**config.mk**
```make
export PLATFORM = sky130hd
export DESIGN_NAME = inv_mix_col
export DESIGN_NICKNAME = d
export VERILOG_FILES = /design/src/rtl/inv_mix_col.sv
export SDC_FILE = /design/constraint.sdc
export NUM_CORES = 1
export LEC_CHECK = 0
export CORE_MARGIN = 1
export CORE_UTILIZATION = 35
export DETAILED_ROUTE_END_ITERATION = 8
export MAX_ROUTING_LAYER = met4
export PLACE_DENSITY = 0.68
export SLEW_MARGIN = 20
export SYNTH_ARGS = -nofsm -noshare
export SYNTH_HDL_FRONTEND = slang
export SYNTH_SLANG_ARGS = --single-unit
```
**constraint.sdc**
```tcl
create_clock -name clk -period 23.1 [get_ports clk]
set_input_delay 3.465 -clock clk [delete_from_list [all_inputs] [get_ports clk]]
set_output_delay 3.465 -clock clk [all_outputs]
set_load 0.01 [all_outputs]
```
**src/rtl/inv_mix_col.sv**
```systemverilog
// ---------------------------------------------------------------------------
// inv_mix_col
//   Iterative AES InvMixColumns over one 128-bit state. The state is
//   captured on accept, then transformed one column per clock (columns 0..3)
//   and held in the output register until the downstream consumer takes it.
//
// Ports
//   clk        sole clock, rising edge
//   rst        asynchronous active-high reset
//   in_valid   din carries a state to transform
//   in_ready   block can accept a state (IDLE only)
//   din[127:0] input state; column c = din[127-32c -: 32], byte r of a
//              column at [127-32c-8r -: 8]
//   out_valid  dout holds a completed result (DONE only)
//   out_ready  downstream accepts dout
//   dout[127:0] InvMixColumns result, same byte layout as din
// ---------------------------------------------------------------------------
module inv_mix_col (
    input  logic         clk,
    input  logic         rst,
    input  logic         in_valid,
    output logic         in_ready,
    input  logic [127:0] din,
    output logic         out_valid,
    input  logic         out_ready,
    output logic [127:0] dout
);

    typedef enum logic [1:0] {
        IDLE = 2'd0,
        CALC = 2'd1,
        DONE = 2'd2
    } state_t;

    state_t         state_r;
    state_t         state_s;
    logic [1:0]     cnt_r;
    logic [127:0]   src_r;
    logic [127:0]   dout_r;
    logic           out_valid_r;
    logic           in_ready_r;

    logic           accept_s;
    logic [31:0]    col_in_s;
    logic [31:0]    col_out_s;

    // ---------------------------------------------------------------------
    // GF(2^8) helpers, reduction polynomial 0x11B. All constant multiplies
    // are composed from the x2/x4/x8 chain so results stay 8 bits wide.
    // ---------------------------------------------------------------------
    function automatic logic [7:0] xtime(input logic [7:0] a);
        xtime = {a[6:0], 1'b0} ^ (a[7] ? 8'h1b : 8'h00);
    endfunction

    function automatic logic [7:0] mul_09(input logic [7:0] a);
        logic [7:0] x2;
        logic [7:0] x4;
        logic [7:0] x8;
        x2 = xtime(a);
        x4 = xtime(x2);
        x8 = xtime(x4);
        mul_09 = x8 ^ a;
    endfunction

    function automatic logic [7:0] mul_0b(input logic [7:0] a);
        logic [7:0] x2;
        logic [7:0] x4;
        logic [7:0] x8;
        x2 = xtime(a);
        x4 = xtime(x2);
        x8 = xtime(x4);
        mul_0b = x8 ^ x2 ^ a;
    endfunction

    function automatic logic [7:0] mul_0d(input logic [7:0] a);
        logic [7:0] x2;
        logic [7:0] x4;
        logic [7:0] x8;
        x2 = xtime(a);
        x4 = xtime(x2);
        x8 = xtime(x4);
        mul_0d = x8 ^ x4 ^ a;
    endfunction

    function automatic logic [7:0] mul_0e(input logic [7:0] a);
        logic [7:0] x2;
        logic [7:0] x4;
        logic [7:0] x8;
        x2 = xtime(a);
        x4 = xtime(x2);
        x8 = xtime(x4);
        mul_0e = x8 ^ x4 ^ x2;
    endfunction

    // One column: a0 is the most significant byte of the 32-bit word.
    function automatic logic [31:0] inv_col(input logic [31:0] c);
        logic [7:0] a0;
        logic [7:0] a1;
        logic [7:0] a2;
        logic [7:0] a3;
        logic [7:0] b0;
        logic [7:0] b1;
        logic [7:0] b2;
        logic [7:0] b3;
        a0 = c[31:24];
        a1 = c[23:16];
        a2 = c[15:8];
        a3 = c[7:0];
        b0 = mul_0e(a0) ^ mul_0b(a1) ^ mul_0d(a2) ^ mul_09(a3);
        b1 = mul_09(a0) ^ mul_0e(a1) ^ mul_0b(a2) ^ mul_0d(a3);
        b2 = mul_0d(a0) ^ mul_09(a1) ^ mul_0e(a2) ^ mul_0b(a3);
        b3 = mul_0b(a0) ^ mul_0d(a1) ^ mul_09(a2) ^ mul_0e(a3);
        inv_col = {b0, b1, b2, b3};
    endfunction

    // Handshake decode: a state is taken only while sitting in IDLE.
    always_comb begin
        accept_s = in_valid & (state_r == IDLE);
    end

    // FSM state register.
    always_ff @(posedge clk or posedge rst) begin
        if (rst) begin
            state_r <= IDLE;
        end else begin
            state_r <= state_s;
        end
    end

    // FSM next-state logic.
    always_comb begin
        state_s = state_r;
        case (state_r)
            IDLE: begin
                if (accept_s) begin
                    state_s = CALC;
                end else begin
                    state_s = IDLE;
                end
            end
            CALC: begin
                if (cnt_r == 2'd3) begin
                    state_s = DONE;
                end else begin
                    state_s = CALC;
                end
            end
            DONE: begin
                if (out_ready) begin
                    state_s = IDLE;
                end else begin
                    state_s = DONE;
                end
            end
            default: begin
                state_s = IDLE;
            end
        endcase
    end

    // Select the source column addressed by the column counter.
    always_comb begin
        col_in_s = 32'h0000_0000;
        case (cnt_r)
            2'd0:    col_in_s = src_r[127:96];
            2'd1:    col_in_s = src_r[95:64];
            2'd2:    col_in_s = src_r[63:32];
            2'd3:    col_in_s = src_r[31:0];
            default: col_in_s = 32'h0000_0000;
        endcase
    end

    // Column transform for the currently addressed column.
    always_comb begin
        col_out_s = inv_col(col_in_s);
    end

    // Source capture, column counter and result assembly.
    always_ff @(posedge clk or posedge rst) begin
        if (rst) begin
            src_r  <= 128'h0;
            cnt_r  <= 2'd0;
            dout_r <= 128'h0;
        end else if (accept_s) begin
            // src_r is frozen afterwards, so later din activity is harmless
            src_r <= din;
            cnt_r <= 2'd0;
        end else if (state_r == CALC) begin
            // counter wraps to 0 after column 3, but the FSM leaves CALC then
            cnt_r <= cnt_r + 2'd1;
            case (cnt_r)
                2'd0:    dout_r[127:96] <= col_out_s;
                2'd1:    dout_r[95:64]  <= col_out_s;
                2'd2:    dout_r[63:32]  <= col_out_s;
                2'd3:    dout_r[31:0]   <= col_out_s;
                default: dout_r         <= dout_r;
            endcase
        end
    end

    // Handshake flags registered from the next state so they are glitch-free
    // and mutually exclusive by construction.
    always_ff @(posedge clk or posedge rst) begin
        if (rst) begin
            out_valid_r <= 1'b0;
            in_ready_r  <= 1'b1;
        end else begin
            out_valid_r <= (state_s == DONE);
            in_ready_r  <= (state_s == IDLE);
        end
    end

    assign in_ready  = in_ready_r;
    assign out_valid = out_valid_r;
    assign dout      = dout_r;

endmodule

```
==> impl_metrics.py <==
metrics = {
    "floorplan": {
        "chipWidth_um": 198.2,
        "die_h_um": 198.2,
        "core_area_mm2": 0.03776,
        "core.rowCount": 71,
        "io_pins": 262,
        "die-area_mm2": 0.03929,
        "start_util": 0.3569,
    },
    "synth": {
        "ys.flop_type": "dfrtp_1",
        "synth_cell_type_count": 36,
        "synth.area.top_cells": "dfrtp_1, xnor2_1, mux2_2, o21ai_0, nand2_1",
        "synth_common_cells": "dfrtp_1, xnor2_1, nand2_1, o21ai_0, mux2_2",
        "ys_seq_elements": 262,
        "synth-async-reset-ratio": 1.000,
        "synth_edf_count": 0,
        "avgSynthCellArea_um2": 10.82,
        "netlist_instances": 1245,
        "ys_seq_area_frac": 0.4867,
        "synthMostInstantiatedCell": "dfrtp_1",
        "synth_top_area_cell": "dfrtp_1",
        "yosysWarnings": 0,
        "netlist.area_leader.share": 0.4847,
        "mappedNetlistArea_mm2": 0.01347,
        "synth.net_count": 1382,
    },
    "placed_design": {
        "place_congestion": 0.9788,
        "portBuffers": 261,
        "dp_hpwl_mm": 29.30,
    },
    "clock_tree": {
        "cts_tree": "done",
        "cts-root-buf": "clkbuf_16",
        "cts_max_path_buffers": 3,
        "cts_resized": 0,
        "postCtsSetupBuffers": 0,
        "h-tree-depth": 1,
        "clk-insertion-delay-late_ps": 550,
        "cts_hold_buffers": 0,
        "cts_sinks": 262,
        "clkTransAtPathRegs_ps": 60,
        "cts_made_buffers": 28,
    },
    "drt": {
        "antenna_left": 0,
        "drt_wl_total_mm": 38.85,
        "num_vias": 9737,
        "remaining_drc_errors": 0,
        "post_drt_wl_per_cell_um": 19.43,
        "dr.first_iter.drc_count": 548,
        "dr.pass1.iters": 5,
        "vias_per_cell": 4.871,
    },
    "timing": {
        "relSlewSlack": 0.1950,
        "finalCritPeriodShare": 0.2429,
        "fin_skew_ps": 12.24,
        "setup_tns_ps": 0,
        "min_period_ps": 5611,
        "rsz0062_at_grt": "no",
        "final-setup-viol-count": 0,
        "fmax_ghz": 0.1782,
        "whs_ps": 474.2,
        "worstMarginPinSlew_ps": 1207,
        "report.final.slew_viol_count": 0,
        "hold_viol_final": 0,
    },
    "global_route": {
        "first_global_vias": 9635,
        "grt_pass1_wl_mm": 58.81,
        "grt_max_degree": 133,
        "grt.overflow.total": 0,
        "antenna_found_initial": 0,
        "grt_usage": 0.2048,
    },
    "finish": {
        "fill_cells": 3495,
        "area_delta_synth_final_pct": 30.08,
        "drive_above_1_share": 0.1505,
        "antennaDiodeCount": 0,
        "nets": 1605,
    },
    "min_path": {
        "hold_class": "flip-flop to flip-flop",
    },
    "critical_path": {
        "end_kind": "flip-flop",
        "critPathLaunchType": "primary input",
        "critPathRequiredTime_ps": 23520,
        "crit_fanout": 67,
        "worst-setup-path-type": "primary input to flip-flop",
        "critPathArrivalTime_ps": 6030,
    },
    "run_status": {
        "run_status": "finished, final reports clean",
    },
    "job": {
        "cap_violations": 0,
    },
}
-- final cells by class --
cell class                      instances  area [um^2]  share of cell area
Clock inverter                         10        110.1            0.006282
Timing Repair Buffer                  288         2819              0.1608
Multi-Input combinational cell        883         6518              0.3719
Tap cell                              511        639.4             0.03648
Clock buffer                           40        857.1             0.04890
Sequential cell                       262         6558              0.3741
Inverter                                5        26.28            0.001499
-- per-layer routing --
metal	track usage	wire (um)	vias to the layer above	share of wire
met2	0.3214	17990	357	0.46
li1	-	-	4626	-
met3	0.02862	2276	59	0.059
met1	0.2745	17470	4695	0.45
met4	0.06144	1118	0	0.029
met5	-	0	-	0
-- worst max-delay path, cell delays in order --
cell and delay, ps:
clkdlybuf4s50_1 470, nor3b_2 150, buf_4 660, buf_4 750
mux2_2 420
-- placed cells by master (no fill, tap or decap), types with 9 or more instances in the layout --
| cell type | n |
|---|---|
| clkdlybuf4s50_1 | 261 |
| xnor2_1 | 203 |
| dfrtp_1 | 261 |
| o21ai_0 | 130 |
| a21oi_1 | 40 |
| nand2_1 | 165 |
| buf_4 | 25 |
| xor2_1 | 70 |
| nor2_1 | 41 |
| clkbuf_8 | 9 |
| a222oi_1 | 31 |
| o21ai_1 | 26 |
| mux2_2 | 127 |
| clkbuf_16 | 29 |
-- logic make-up (layout without fill, tap and decap cells) --
group,Yosys count,after routing,share of synthesized area
DFF,262,262,0.4867
muxes,132,132,0.1099
buffers and inverters,100,343,0.03241
and+or+nand+nor,217,217,0.06166
AOI/OAI and AO/OA,241,241,0.1055
xor gates and xnor gates,288,288,0.1993
adders and majority gates,5,5,0.004643
-- worst paths after layout --
check | startpoint | end | slack (ps) | cells after the start
max | in_valid | src_r[120] | 17490 | 5
max in group asynchronous | rst | src_r[99] | 18300 | 3
min in group asynchronous | rst | out_valid | 3500 | 2
min | dout[66] | dout[66] | 470 | 2
max reg2reg | cnt_r[0] | dout[12] | 18510 | 10
min reg2reg | dout[66] | dout[66] | 470 | 2
-- per-stage QoR --
stage | utilization | instances | cell area (um^2) | worst slack [ps]
6_report | 0.4642 | 1999 | 17530 | 17490
5_1_grt | 0.4642 | 1999 | 17530 | 17350
4_1_cts | 0.4634 | 1998 | 17500 | 17520
3_5_place_dp | 0.4378 | 1948 | 16530 | 16950
3_3_place_gp | 0.4378 | 1948 | 16530 | 17020
2_1_floorplan | - | 1245 | 13470 | 12420
-- registers in the layout, summed over array words and instances (netlist names) --
| signal | count |
|---|---|
| out_valid | 1 |
| state_r | 2 |
| dout | 128 |
| src_r | 128 |
| cnt_r | 2 |
| in_ready | 1 |
Power is not shown: default switching activity piles up to over one toggle a cycle in this logic, so the estimate is an artifact.
